## src/rtl/stepper_pkg.sv

```systemverilog
// Shared definitions for the stepper driver and phase monitor:
// coil encodings, monitor states and the one-hot phase decoder.
package stepper_pkg;

    localparam logic [3:0] PHASE_0   = 4'b0001;
    localparam logic [3:0] PHASE_1   = 4'b0010;
    localparam logic [3:0] PHASE_2   = 4'b0100;
    localparam logic [3:0] PHASE_3   = 4'b1000;
    localparam logic [3:0] PHASE_OFF = 4'b0000;

    typedef enum logic [1:0] {
        IDLE,
        TRACK,
        FAULT
    } state_t;

    typedef struct packed {
        logic [1:0] idx;
        logic       valid;
        logic       off;
    } phase_dec_t;

    // Anything that is neither one-hot nor all-off decodes as invalid.
    function automatic phase_dec_t phase_to_idx(input logic [3:0] phase);
        phase_dec_t d;
        d = '0;
        case (phase)
            PHASE_0:   begin d.idx = 2'd0; d.valid = 1'b1; end
            PHASE_1:   begin d.idx = 2'd1; d.valid = 1'b1; end
            PHASE_2:   begin d.idx = 2'd2; d.valid = 1'b1; end
            PHASE_3:   begin d.idx = 2'd3; d.valid = 1'b1; end
            PHASE_OFF: d.off = 1'b1;
            default:   d = '0;
        endcase
        return d;
    endfunction

endpackage

```

## src/rtl/stepper_phase_monitor_if.sv

```systemverilog
// Bundle between the step driver side and the phase monitor.
interface stepper_phase_monitor_if #(
    parameter int POS_W = 16
);
    logic [3:0]       phase;
    logic             clr_fault;
    logic             pos_clr;
    logic             step_pulse;
    logic             step_dir;
    logic [POS_W-1:0] position;
    logic             tracking;
    logic             fault;
    logic             stalled;

    modport master (
        output phase, clr_fault, pos_clr,
        input  step_pulse, step_dir, position, tracking, fault, stalled
    );

    modport slave (
        input  phase, clr_fault, pos_clr,
        output step_pulse, step_dir, position, tracking, fault, stalled
    );

endinterface

```

## src/rtl/stepper_stall_timer.sv

```systemverilog
// Saturating cycle counter; expired holds while the count sits at LIMIT.
module stepper_stall_timer #(
    parameter int LIMIT = 1_000_000
) (
    input  logic clk,
    input  logic rst,
    input  logic clr,
    input  logic inc,
    output logic expired
);
    localparam int W = $clog2(LIMIT + 1);
    localparam logic [W-1:0] MAX = W'(LIMIT);

    logic [W-1:0] count;

    always_ff @(posedge clk) begin
        if (rst || clr) begin
            count <= '0;
        end else if (inc && (count != MAX)) begin
            count <= count + W'(1);
        end
    end

    assign expired = (count == MAX);

endmodule

```

## src/rtl/stepper_phase_monitor.sv

```systemverilog
// Reconstructs step events, direction and position from the registered
// coil pattern; flags illegal patterns, skipped phases and stalls.
module stepper_phase_monitor
    import stepper_pkg::*;
#(
    parameter int POS_W        = 16,
    parameter int STALL_CYCLES = 1_000_000
) (
    input logic                    clk,
    input logic                    rst,
    stepper_phase_monitor_if.slave bus
);
    logic [3:0]       phase_q;
    logic [1:0]       last_idx;
    state_t           state;
    logic             step_pulse_r;
    logic             step_dir_r;
    logic             tracking_r;
    logic             fault_r;
    logic [POS_W-1:0] position_r;
    phase_dec_t       dec;
    logic [1:0]       delta;
    logic             stall_inc;
    logic             stall_expired;

    assign dec       = phase_to_idx(phase_q);
    assign delta     = dec.idx - last_idx;
    assign stall_inc = (state == TRACK) && dec.valid && (delta == 2'd0);

    // Only a held phase in TRACK keeps counting; steps and exits restart it.
    stepper_stall_timer #(
        .LIMIT (STALL_CYCLES)
    ) u_stall (
        .clk     (clk),
        .rst     (rst),
        .clr     (!stall_inc),
        .inc     (stall_inc),
        .expired (stall_expired)
    );

    always_ff @(posedge clk) begin
        if (rst) begin
            phase_q      <= PHASE_OFF;
            last_idx     <= 2'd0;
            state        <= IDLE;
            step_pulse_r <= 1'b0;
            step_dir_r   <= 1'b0;
            position_r   <= '0;
            tracking_r   <= 1'b0;
            fault_r      <= 1'b0;
        end else begin
            phase_q      <= bus.phase;
            step_pulse_r <= 1'b0;
            case (state)
                IDLE: begin
                    if (dec.valid) begin
                        last_idx   <= dec.idx;
                        state      <= TRACK;
                        tracking_r <= 1'b1;
                    end else if (!dec.off) begin
                        state   <= FAULT;
                        fault_r <= 1'b1;
                    end
                end
                TRACK: begin
                    if (dec.off) begin
                        state      <= IDLE;
                        tracking_r <= 1'b0;
                    end else if (!dec.valid || (delta == 2'd2)) begin
                        state      <= FAULT;
                        tracking_r <= 1'b0;
                        fault_r    <= 1'b1;
                    end else if (delta == 2'd3) begin
                        step_pulse_r <= 1'b1;
                        step_dir_r   <= 1'b0;
                        position_r   <= position_r + POS_W'(1);
                        last_idx     <= dec.idx;
                    end else if (delta == 2'd1) begin
                        step_pulse_r <= 1'b1;
                        step_dir_r   <= 1'b1;
                        position_r   <= position_r - POS_W'(1);
                        last_idx     <= dec.idx;
                    end
                end
                FAULT: begin
                    if (bus.clr_fault) begin
                        state   <= IDLE;
                        fault_r <= 1'b0;
                    end
                end
                default: begin
                    state <= IDLE;
                end
            endcase
            // A coincident clear wins over the step's position update.
            if (bus.pos_clr) begin
                position_r <= '0;
            end
        end
    end

    assign bus.step_pulse = step_pulse_r;
    assign bus.step_dir   = step_dir_r;
    assign bus.position   = position_r;
    assign bus.tracking   = tracking_r;
    assign bus.fault      = fault_r;
    assign bus.stalled    = stall_expired;

endmodule

```

## src/flat_wrapper.sv

```systemverilog
// flat-port wrapper written by rule: the top's interface ports become plain ports
module stepper_phase_monitor_flat import stepper_pkg::*;
#(
    parameter int POS_W        = 16,
    parameter int STALL_CYCLES = 1_000_000
)
  (clk, rst, bus_phase, bus_clr_fault, bus_pos_clr, bus_step_pulse, bus_step_dir, bus_position, bus_tracking, bus_fault, bus_stalled);
  stepper_phase_monitor_if #(.POS_W(POS_W)) bus_i ();
  input logic clk;
  input logic rst;
  input wire logic [$bits(bus_i.phase)-1:0] bus_phase;
  input wire logic [$bits(bus_i.clr_fault)-1:0] bus_clr_fault;
  input wire logic [$bits(bus_i.pos_clr)-1:0] bus_pos_clr;
  output wire logic [$bits(bus_i.step_pulse)-1:0] bus_step_pulse;
  output wire logic [$bits(bus_i.step_dir)-1:0] bus_step_dir;
  output wire logic [$bits(bus_i.position)-1:0] bus_position;
  output wire logic [$bits(bus_i.tracking)-1:0] bus_tracking;
  output wire logic [$bits(bus_i.fault)-1:0] bus_fault;
  output wire logic [$bits(bus_i.stalled)-1:0] bus_stalled;
  assign bus_i.phase = bus_phase;
  assign bus_i.clr_fault = bus_clr_fault;
  assign bus_i.pos_clr = bus_pos_clr;
  assign bus_step_pulse = bus_i.step_pulse;
  assign bus_step_dir = bus_i.step_dir;
  assign bus_position = bus_i.position;
  assign bus_tracking = bus_i.tracking;
  assign bus_fault = bus_i.fault;
  assign bus_stalled = bus_i.stalled;
  stepper_phase_monitor #(.POS_W(POS_W), .STALL_CYCLES(STALL_CYCLES)) u_core (.clk(clk), .rst(rst), .bus(bus_i));
endmodule
```

## config.mk

```make
export PLATFORM = sky130hd
export DESIGN_NAME = stepper_phase_monitor_flat
export DESIGN_NICKNAME = d
export VERILOG_FILES = /design/src/rtl/stepper_pkg.sv /design/src/rtl/stepper_phase_monitor_if.sv /design/src/rtl/stepper_stall_timer.sv /design/src/rtl/stepper_phase_monitor.sv /design/src/flat_wrapper.sv
export SDC_FILE = /design/constraint.sdc
export NUM_CORES = 1
export LEC_CHECK = 0
export ABC_AREA = 1
export CORE_MARGIN = 1.5
export CORE_UTILIZATION = 50
export DETAILED_ROUTE_END_ITERATION = 10
export DONT_BUFFER_PORTS = 1
export PLACE_DENSITY = 0.63
export SLEW_MARGIN = 30
export SYNTH_ARGS = -nofsm -noshare
export SYNTH_HDL_FRONTEND = slang
export SYNTH_SLANG_ARGS = --single-unit
```

## constraint.sdc

```tcl
create_clock -name clk -period 8.19 [get_ports clk]
set_clock_uncertainty 0.1 [all_clocks]
set_input_delay 0.819 -clock clk [delete_from_list [all_inputs] [get_ports clk]]
set_output_delay 0.819 -clock clk [all_outputs]
set_load 0.01 [all_outputs]
```

# Word level (Yosys, flattened, before mapping)
# Index checks and enable logic that the tools add are counted.
# Widths: inputs -> output; s select.
[word_totals]
register_bits = 48
input_bits = 8
[classes]
addsub = 4
n_eq_ne = 21
mux = 30
n_bitwise = 3
n_reduce_logical = 20
[ops]
columns = ["cell", "count"]
rows = [
  ["$mux 16", 2],
  ["$add 20x1->20 const B", 1],
  ["$eq 20x20->1 const B", 1],
  ["$mux 2", 10],
  ["$ne 20x20->1 const B", 1],
  ["$add 16x1->16 const B", 1],
  ["$sub 16x1->16 const B", 1],
  ["$mux 1", 13],
  ["$ne 2x2->1 const B", 6],
  ["$pmux 3 s4", 1],
  ["$eq 2x2->1 const B", 3],
  ["$ne 3x2->1 const B", 2],
  ["$pmux 2 s3", 1],
  ["$reduce_and 3->1", 2],
  ["$reduce_and 6->1", 1],
  ["$reduce_and 5->1", 1],
  ["$eq 2x1->1 const B", 2],
  ["$eq 4x1->1 const B", 1],
  ["$eq 4x2->1 const B", 1],
  ["$eq 4x3->1 const B", 1],
  ["$eq 4x4->1 const B", 1],
  ["$logic_not 2->1", 2],
  ["$logic_not 4->1", 1],
  ["$pmux 2 s2", 1],
  ["14 further kinds", 21],
]

# Longest topological paths before layout
# Gate-level depths: netlist (run 1).
[depth]
depth_word = 9
depth_mapped = 24
mapped_depth_nobuf = 24

# By module
# From an unflattened synthesis (run 1), not the netlist that was laid out.
[unflattened]
cells_unflattened = 506
hier_area_um2 = 3311.9
[by_module_without_submodules]
columns = ["mod", "instances", "cells_per_inst", "area_per_inst_um2", "seq_area_each_um2"]
rows = [
  ["stepper_phase_monitor", 1, 292, 1941.9, 560.5],
  ["stepper_stall_timer", 1, 214, 1370.1, 400.4],
]

# Least setup slack after synthesis (run 1)
# OpenSTA, ideal clock, no wires.
[synth_timing]
path_kind = "register to register"
from = "register u_core.phase_q[3]"
to = "register u_core.position_r[12] (netlist: u_core.bus.position[12])"
setup_ns = 0.120
t_arrival_ns = 2.941
setup_slack_ns = 5.029
stages_incl_launch_ff = 22
cell_sequence = "dfxtp_1 -> inv_2 -> nand2_2 -> nor3_1 -> a31oi_1 -> ha_1 -> inv_1 -> nand2_1 -> nand2_1 -> nand3_1 -> nand2_1 -> nor2_1 -> inv_1 -> ha_1 -> nand3_1 -> nand2_1 -> a21oi_1 -> o21ai_0 -> nand2_1 -> nand2_1 -> xor2_1 -> a21oi_1"
[synth_via]
elab_chain_len = 7
elab_cells_between_ends = 18
cone_classes = "add/sub: 1; eq/ne: 7; mux: 3; bitwise: 2; reduce/logical: 5"
[synth_rtl]
columns = ["element", "line", "rtl"]
rows = [
  ["from (decl)", "stepper_phase_monitor.sv:13", "logic [3:0] phase_q;"],
  ["from (signal assigned)", "stepper_phase_monitor.sv:52", "phase_q <= bus.phase;"],
  ["$eq 4x4->1 (tied with other cells)", "stepper_pkg.sv:27", "case (phase)"],
  ["$pmux 3 s4", "stepper_pkg.sv:27", ""],
  ["$sub 2x2->2", "stepper_phase_monitor.sv:27", "assign delta = dec.idx - last_idx;"],
  ["$eq 2x2->1", "stepper_phase_monitor.sv:69", "end else if (!dec.valid || (delta == 2'd2)) begin"],
  ["$logic_or 1x1->1", "stepper_phase_monitor.sv:69", ""],
  ["$not 1->1 (no source line)", "--", ""],
  ["$reduce_and 4->1 (no source line)", "--", ""],
  ["to (signal assigned)", "stepper_phase_monitor.sv:76", "position_r <= position_r + POS_W'(1);"],
  ["to (signal assigned)", "stepper_phase_monitor.sv:81", "position_r <= position_r - POS_W'(1);"],
  ["to (decl)", "stepper_phase_monitor.sv:20", "logic [POS_W-1:0] position_r;"],
]
# Several ways; a longest one is shown, not always the timed one.
# A chain may end at the register's enable or synchronous reset.

# Worst setup path in the final report (run 1)
# Ends and elaborated chain as after synthesis.

==> metrics, run 1 <==
vias per std cell 5.24; Core Box Area 0.00599 mm²; first-pass GRT wire length 11,100 µm; router iterations before antenna repair 4; Synth Warn # 0; port buffer count 0; Initial Utilization 0.521; final net count 478; Max Freq 268 MHz; VDD IR-drop max 0.0825 mV; Syn Nets 477; row cnt 28; CTS tree done; max_cap viols 0; startpoint types flop; dpl hpwl 5050 µm; Max-slew headroom 0.573; largest net degree at the start of global routing 31; Root Buffer clkbuf_8; Post-CTS Repair Setup Buffers 0; worst slack, placed 4.45 ns; Final Hold Fails 0; post-synth top area cell dfxtp_1; Mean Syn Cell Area 6.97 µm²; number of antenna violations at the first check in global routing 0; Total GRT Usage 0.211; drt total wl 6540 µm; diode count 0; clock-pin slew on the worst setup and hold paths 0.09 ns; required time of the critical path 8.27 ns; Worst Tran Pin Value 0.640 ns; area of the die 0.00672 mm²; PnR Total Power 0.508 mW; Hold-fix buffers, CTS 0; Synth top cells by count 74 x nand2_1, 59 x inv_1, 54 x nor2_1, 48 x dfxtp_1, 45 x a21oi_1; Mapped Area 0.00312 mm²; Max Fanout on Critical Path 18; share of cells above drive strength 1 0.0956; minimum clock period 3.73 ns; setup violators final 0; critical path arrival 3.81 ns; unrepaired setup endpoints after global routing no; final setup TNS 0 ns; outcome completed; P&R area growth vs syn 4.85%; num ports 29; Hold Path Class reg2reg; post-synthesis register bit count 48; Cell Pwr Density 155 mW/mm²; clk sink count 48; total CTS buffers 5; number of synthesized flops with an enable pin 0; Starting DRT DRC Count 119; Synth cell types 37; count leader, synth nand2_1; Yosys top cell area share 0.308; DRT antenna net count 0; WHS 0.380 ns; fill count 599; post-synthesis cell count 448; total gr overflow 0; residual DRC count 0; Worst-Skew Late Latency 0.30 ns; CP endpoint kind flop; setup ws final 4.46 ns; Main synth FF type dfxtp_1; asr flop ratio synth 0; GPL Wtd Cong 0.857; CTS max path bufs 2; final period utilization 0.456; cts repair resizes 0; Max H-tree Level 2; vias in the first global route 2,522; Leak Pwr 1.43 nW; sequential area share after synthesis 0.308; Slew Viols, Final 0; routed len/inst 12.5 µm; Die Y 82 µm; ranking of synthesized cells by area dfxtp_1 31%, nand2_1 8.9%, ha_1 8.0%; via count 2,750; width of the die 82 µm; crit path kind reg2reg
==> area by class of cell <==
type                       count  area [µm²]  share of cell area
multi-input combinational    328        1880               0.574
clock inverter                 2        10.0             0.00306
inverter                      66         248              0.0757
clock buffer                   6        82.6              0.0252
tap                           75        93.8              0.0287
sequential                    48         961               0.294
==> power breakdown <==
group / leakage, nW / switching, mW / internal (mW)
Clock: 0.0510 / 0.0831 / 0.0677
Combinational: 0.992 / 0.0715 / 0.0379
Sequential: 0.389 / 0.00762 / 0.241
Total: 1.43 / 0.162 / 0.346
==> logic make-up after synthesis <==
group                      Yosys count  synth area share
xor gates and xnor gates            15            0.0421
buffers and inverters               72            0.0930
and+or+nand+nor                    205             0.322
DFF                                 48             0.308
adders and majority gates           21            0.0866
AOI/OAI and AO/OA                   87             0.148
==> state kept, by name, summed over array words and instances (netlist names) <==
register and cells:
u_core.phase_q 4, u_core.u_stall.count 20, u_core.bus.fault 1, u_core.bus.step_pulse 1
u_core.bus.step_dir 1, u_core.last_idx 2, u_core.bus.tracking 1, u_core.bus.position 16
u_core.state 2
==> per-layer routing <==
metal / GRT usage / routed length (µm) / share of wire / up-vias
met5: 0 / 0 / 0 / -
met4: 0.0339 / 19 / 0.0029 / 0
met3: 0.0478 / 260 / 0.040 / 2
met2: 0.352 / 2950 / 0.45 / 49
met1: 0.280 / 3310 / 0.51 / 1225
li1: - / - / - / 1474
==> critical path: stages (launching register included) <==
cell	delay (ns)
dfxtp_1	0.41
inv_2	0.06
nand2_2	0.08
nor3_1	0.05
a31oi_1	0.20
ha_1	0.24
inv_1	0.05
nand2_1	0.06
nand2_1	0.08
nand3_1	0.09
nand2_1	0.10
nor2_1	0.20
inv_1	0.34
ha_1	0.47
a21oi_1	0.17
nand2_1	0.09
a21oi_1	0.25
o21ai_0	0.21
nand2_1	0.10
nand2_1	0.06
xor2_1	0.13
a21oi_1	0.07
==> final timing paths <==
kind,start,endpoint,slack (ns),cells past startpoint
setup / recovery,u_core.phase_q[3],u_core.bus.position[12],4.46,21
hold / removal,u_core.last_idx[0],u_core.last_idx[0],0.38,2
setup reg to reg,u_core.phase_q[3],u_core.bus.position[12],4.46,21
hold reg to reg,u_core.last_idx[0],u_core.last_idx[0],0.38,2
==> placed cells by master, fill, tap and decap left out <==
cell type,instances
nand2_1,74
inv_1,59
nor2_1,53
dfxtp_1,48
a21oi_1,45
o21ai_0,28
nand3_1,25
ha_1,20
nor3_1,15
xnor2_1,9
nand4_1,9
inv_2,7
xor2_1,6
clkbuf_8,6
nand2_2,5
nor2_2,5
nand3_2,4
nand2_4,4
nor2_4,3
o21ai_1,3
o21bai_1,3
a31oi_1,2
nor2_8,2
nor3_2,2
a211oi_1,2
clkinv_2,2
nand3_4,1
and3_2,1
o21ai_2,1
and3_1,1
nor3b_1,1
o21a_1,1
a21o_1,1
o211ai_1,1
fa_1,1
==> per-stage QoR <==
stage	instance area [µm²]	instances	utilization
floorplan	3120	448	-
global placement	3170	517	0.529
CTS	3270	525	0.546
detailed placement	3180	517	0.530
finish	3270	525	0.546
global route	3270	525	0.546
Power figures use the tool's default switching activity.
==> run 2, diff against run 1 <==
- clock period: 8.19 -> 3.5 ns (I/O delays scaled with it)
==> metrics, run 2 (synthesis gave the netlist of run 1 again) <==
outcome completed; Max Fanout on Critical Path 10 (-8); num ports 29 (unchanged); Slew Viols, Final 0 (unchanged); crit path cell chain nor2_4 -> a31oi_1 -> ha_2 -> inv_1 -> nand2_1 -> nand2_1 -> nand3_1 -> nand2_2 -> nor2_4 -> inv_4 -> buf_4 -> ha_2 -> nand2_1 -> nor3_2 -> nand4_1 -> o21ai_2 -> xor2_1 -> a21oi_1; Total GRT Usage 0.210 (about the same); max reg flops 20 (unchanged); routed len/inst 12.2 µm (-2.3%); share of cells above drive strength 1 0.130 (+0.0341); crit path kind reg2reg; row cnt 28 (unchanged); vias per std cell 5.25 (+0.21%); Leak Pwr 1.46 nW (+2.0%); startpoint types flop; P&R area growth vs syn 7.18%; CP peak stage delay 0.44 ns (-0.03 ns); final net count 483 (+1.0%); setup violators final 0 (unchanged); commonest cells after routing, fill and taps aside 73 x nand2_1, 57 x inv_1, 53 x nor2_1, 46 x dfxtp_1, 43 x a21oi_1; via count 2,782 (+1.2%); final non-filler cell total 530 (+0.95%); setup ws final 0.313 ns (-4.14 ns); vias in the first global route 2,499 (-0.91%); crit-path most repeated cell nand2_1; Starting DRT DRC Count 79 (-34%); CP endpoint kind flop; Die Y 82 µm (unchanged); GPL Wtd Cong 0.865 (+0.96%); width of the die 82 µm (unchanged); Core Box Area 0.00599 mm² (unchanged); VDD IR-drop max 0.178 mV (+120%); Placed Cells 521 (+0.77%); area of the die 0.00672 mm² (unchanged); slowest CP cell dfxtp_1; Root Buffer clkbuf_8; minimum clock period 3.19 ns (-0.546 ns); final setup TNS 0 ns (unchanged); Post-CTS Repair Setup Buffers 0 (unchanged); total CTS buffers 5 (unchanged); commonest non-fill, non-tap cell in the layout nand2_1; critical path arrival 3.28 ns (-0.53 ns); WHS 0.0255 ns (-0.354 ns); CTS max path bufs 2 (unchanged); Cell Pwr Density 362 mW/mm² (+130%); port buffer count 0 (unchanged); total gr overflow 0 (unchanged); worst slack, placed -0.0326 ns (-4.48 ns); Max H-tree Level 2 (unchanged); first-pass GRT wire length 11,000 µm (-1.2%); max_cap viols 0 (unchanged); CTS tree done; diode count 0 (unchanged); clk sink count 48 (unchanged); required time of the critical path 3.60 ns (-4.67 ns); number of antenna violations at the first check in global routing 0 (unchanged); final period utilization 0.911 (+0.455); Hold Path Class in2reg; Final Hold Fails 0 (unchanged); r2r setup slk 0.31 ns (-4.14 ns); Max-slew headroom 0.374 (-0.199); residual DRC count 0 (unchanged); CP Launch Point u_core.phase_q[0]; post-layout util 0.558 (+0.0121); unrepaired setup endpoints after global routing yes; hold_sp rst; largest register by flop count u_core.u_stall.count; DRT antenna net count 0 (unchanged); Max Freq 314 MHz (+17%); Worst Tran Pin Value 0.935 ns (+0.295 ns); RR Startpoint u_core.phase_q[0]; dpl hpwl 4990 µm (-1.3%); router iterations before antenna repair 4 (unchanged); largest net degree at the start of global routing 31 (unchanged); Worst-Skew Late Latency 0.30 ns (about the same); drt total wl 6450 µm (-1.3%); clock-pin slew on the worst setup and hold paths 0.09 ns (about the same); Initial Utilization 0.521 (unchanged)
==> run 2: cell count changes in the layout (fill, tap and decap cells not counted), sizes merged <==
cell / delta
buf: +4
dlygate4sd3: +1
==> run 2: what timing repair did <==
item                                   4_1_cts  5_1_grt
endpoints found under the hold margin        8        0
resized for setup                            1       18
pin swaps                                    0        2
cloned                                       0        0
hold buffers                                 1        0
setup endpoints to repair                    1        8
==> run 2: cell type report <==
class                           instances  area (µm²)
Fill cell                             598        2650
Multi-Input combinational cell        328        1900
Sequential cell                        48         963
Inverter                               66         250
Tap cell                               75        93.8
Clock buffer                            6        82.6
Timing Repair Buffer                    5        40.0
Clock inverter                          2        10.0
==> run 2: per-stage QoR <==
| stage | instance area [µm²] | power [mW] |
|---|---|---|
| final | 3340 | 1.21 |
| after global routing | 3340 | 1.28 |
| after CTS | 3300 | 1.21 |
| after detailed placement | 3200 | 0.852 |
| after global placement | 3200 | 0.850 |
| after floorplan | 3120 | 0.805 |
==> run 2: routing by layer <==
layer,wire length [µm],track usage,up-vias,share of wire
met4,69,0.0508,0,0.011
met2,2880,0.349,34,0.45
li1,-,-,1487,-
met1,3310,0.277,1254,0.51
met5,0,0,-,0
met3,201,0.0456,7,0.031
==> run 2: path summary, 6_finish.rpt <==
path                                   to  cells after the start
setup / recovery  u_core.bus.position[14]                     18
hold / removal      u_core.bus.step_pulse                      1
setup reg to reg  u_core.bus.position[14]                     18
hold reg to reg        u_core.last_idx[0]                      2
==> run 2: power by group <==
group / switching, mW / leakage (nW) / internal [mW] / total, mW
clock network: 0.194 / 0.0510 / 0.158 / 0.352
logic: 0.177 / 1.02 / 0.0981 / 0.276
registers: 0.0181 / 0.389 / 0.563 / 0.581
total: 0.390 / 1.46 / 0.819 / 1.21
==> run 2: critical path: cells and delay by family (launching register included) <==
kind                       cells  cell delay (ns)
AOI/OAI and AO/OA              3             0.47
xor gates and xnor gates       1             0.15
adders and majority gates      2             0.64
buffers and inverters          3             0.30
DFF                            1             0.44
and+or+nand+nor                9             0.97
==> run 3, diff against run 2 <==
- CORE_UTILIZATION: 50 -> 25
- GPL_TIMING_DRIVEN: default -> 1
- PLACE_DENSITY: 0.63 -> 0.36
==> metrics, run 3 (synthesis gave the netlist of run 1 again) <==
row cnt 40 (+43%); dpl hpwl 6210 µm (+24%); minimum clock period 3.20 ns (+0.0175 ns); R2R Path End u_core.bus.position[13]; Worst-Skew Late Latency 0.30 ns (about the same); drt total wl 7950 µm (+23%); GPL Wtd Cong 0.795 (-8.1%); Sw Pwr 0.430 mW (+10%); diode count 0 (unchanged); largest net degree at the start of global routing 22 (-29%); Max Fanout on Critical Path 9 (-1); slowest CP cell ha_1; DRT antenna net count 0 (unchanged); max reg flops 20 (unchanged); P&R area growth vs syn 16.0%; WHS Path Cells 1 (unchanged); clock power share 0.401 (+0.110); total CTS buffers 5 (unchanged); critical path depth 20 (+2); largest register by flop count u_core.u_stall.count; Leak Pwr 1.52 nW (+4.2%); vias per std cell 4.46 (-15%); Worst Tran Pin Value 0.566 ns (-0.370 ns); Pint 1.03 mW (+26%); number of antenna violations at the first check in global routing 0 (unchanged); VDD IR-drop max 0.158 mV (-11%); vias in the first global route 2,752 (+10%); Total GRT Usage 0.131 (-0.0795); Slew Viols, Final 0 (unchanged); CP endpoint kind flop; required time of the critical path 3.58 ns (-0.02 ns); crit path cell chain inv_2 -> nand2_2 -> nor3_1 -> a31oi_1 -> ha_2 -> inv_1 -> nand2_1 -> nand2_1 -> nand3_1 -> nand2_1 -> nor2_2 -> inv_2 -> buf_4 -> ha_1 -> nand2_1 -> o21ai_0 -> nand3_1 -> nand3_1 -> xor2_1 -> a21oi_1; worst slack, placed 0.0952 ns (+0.128 ns); crit path kind reg2reg; Max-slew headroom 0.620 (+0.246); Root Buffer clkbuf_16; Final Hold Fails 0 (unchanged); Hold Path Class in2reg; area of the die 0.0132 mm² (+96%); share of cells above drive strength 1 0.148 (+0.0182); Buf+Inv Stages, Crit Path 4 (+1); final net count 488 (+1.0%); Min-Delay Endpoint u_core.bus.step_pulse; Die Y 115 µm (+40%); final instance area 0.00362 mm² (+8.2%); critical path arrival 3.28 ns (about the same); routed len/inst 12.7 µm (+3.9%); Reg power frac 0.399 (-0.082); switching portion of total power 0.294 (-0.0284); hold_sp rst; CTS tree done; Max H-tree Level 2 (unchanged); outcome completed; DP Area 0.00336 mm² (+4.8%); Placed Cells 619 (+19%); startpoint types flop; Post-CTS Repair Setup Buffers 0 (unchanged); residual DRC count 0 (unchanged); setup violators final 0 (unchanged); router iterations before antenna repair 4 (unchanged); Logic pwr share 0.200 (-0.028); total gr overflow 0 (unchanged); crit-path most repeated cell nand2_1; reg2reg path depth 20 (+2); commonest cells after routing, fill and taps aside 73 x nand2_1, 57 x inv_1, 53 x nor2_1, 46 x dfxtp_1, 41 x a21oi_1; RR Startpoint u_core.phase_q[2]; clk sink count 48 (unchanged); final period utilization 0.916 (+0.00501); CP peak stage delay 0.38 ns (-0.06 ns); width of the die 115 µm (+40%); Core Box Area 0.0121 mm² (+100%); Cell Pwr Density 404 mW/mm² (+12%); final non-filler cell total 628 (+18%); r2r setup slk 0.30 ns (-0.02 ns); Crit path max-delay family simple AND/OR/NAND/NOR gates; commonest non-fill, non-tap cell in the layout nand2_1; final setup TNS 0 ns (unchanged); num ports 29 (unchanged); Max Freq 312 MHz (-0.55%); port buffer count 0 (unchanged); via count 2,799 (+0.61%); CTS max path bufs 2 (unchanged); max_cap viols 0 (unchanged); first-pass GRT wire length 13,400 µm (+22%); Starting DRT DRC Count 74 (-6.3%); Initial Utilization 0.258 (-0.263); clock-pin slew on the worst setup and hold paths 0.07 ns (-0.02 ns); unrepaired setup endpoints after global routing no; setup ws final 0.295 ns (-0.0175 ns)
run 3: layout make-up:
class                      count  area [µm²]
fill                        1368        8490
inverter                      66         248
clock inverter                 2        38.8
timing repair buffer          10        77.6
tap                          168         210
multi-input combinational    328        1940
clock buffer                   6         139
sequential                    48         963
run 3: metrics by stage:
| step | hold slack (ns) | power [mW] | util |
|---|---|---|---|
| global route | 0.0198 | 1.55 | 0.299 |
| finish | 0.0282 | 1.46 | 0.299 |
| global placement | 0.322 | 0.870 | 0.277 |
| detailed placement | 0.324 | 0.870 | 0.277 |
| CTS | 0.00918 | 1.48 | 0.293 |
| floorplan | 0.347 | 0.805 | - |
run 3: how the worst max path moves through the flow:
stage,slack (ns),from,to
CTS,0.08,u_core.phase_q[3],u_core.bus.position[15]
global route,0.002,u_core.phase_q[2],u_core.bus.position[13]
detailed placement,0.1,u_core.phase_q[2],u_core.bus.position[15]
finish,0.30,u_core.phase_q[2],u_core.bus.position[13]
global placement,0.16,u_core.phase_q[2],u_core.bus.position[15]
floorplan,0.34,u_core.phase_q[3],u_core.bus.position[12]
run 3: power by group through the flow:
stage	registers (mW)	logic (mW)	clock network, mW
CTS	0.582	0.279	0.619
detailed placement	0.595	0.275	0
floorplan	0.591	0.214	0
finish	0.583	0.292	0.586
global placement	0.595	0.275	0
global route	0.586	0.336	0.627
run 3: layer usage:
layer	up-vias	GRT usage	wire, µm
li1	1495	-	-
met1	1271	0.158	3760
met4	0	0.0502	125
met5	-	0	0
met3	8	0.0323	224
met2	25	0.224	3830
run 3: timing repair:
action,CTS,global route
resized for setup,0,23
hold endpoints to repair,8,0
hold buffers,1,0
setup endpoints to repair,0,10
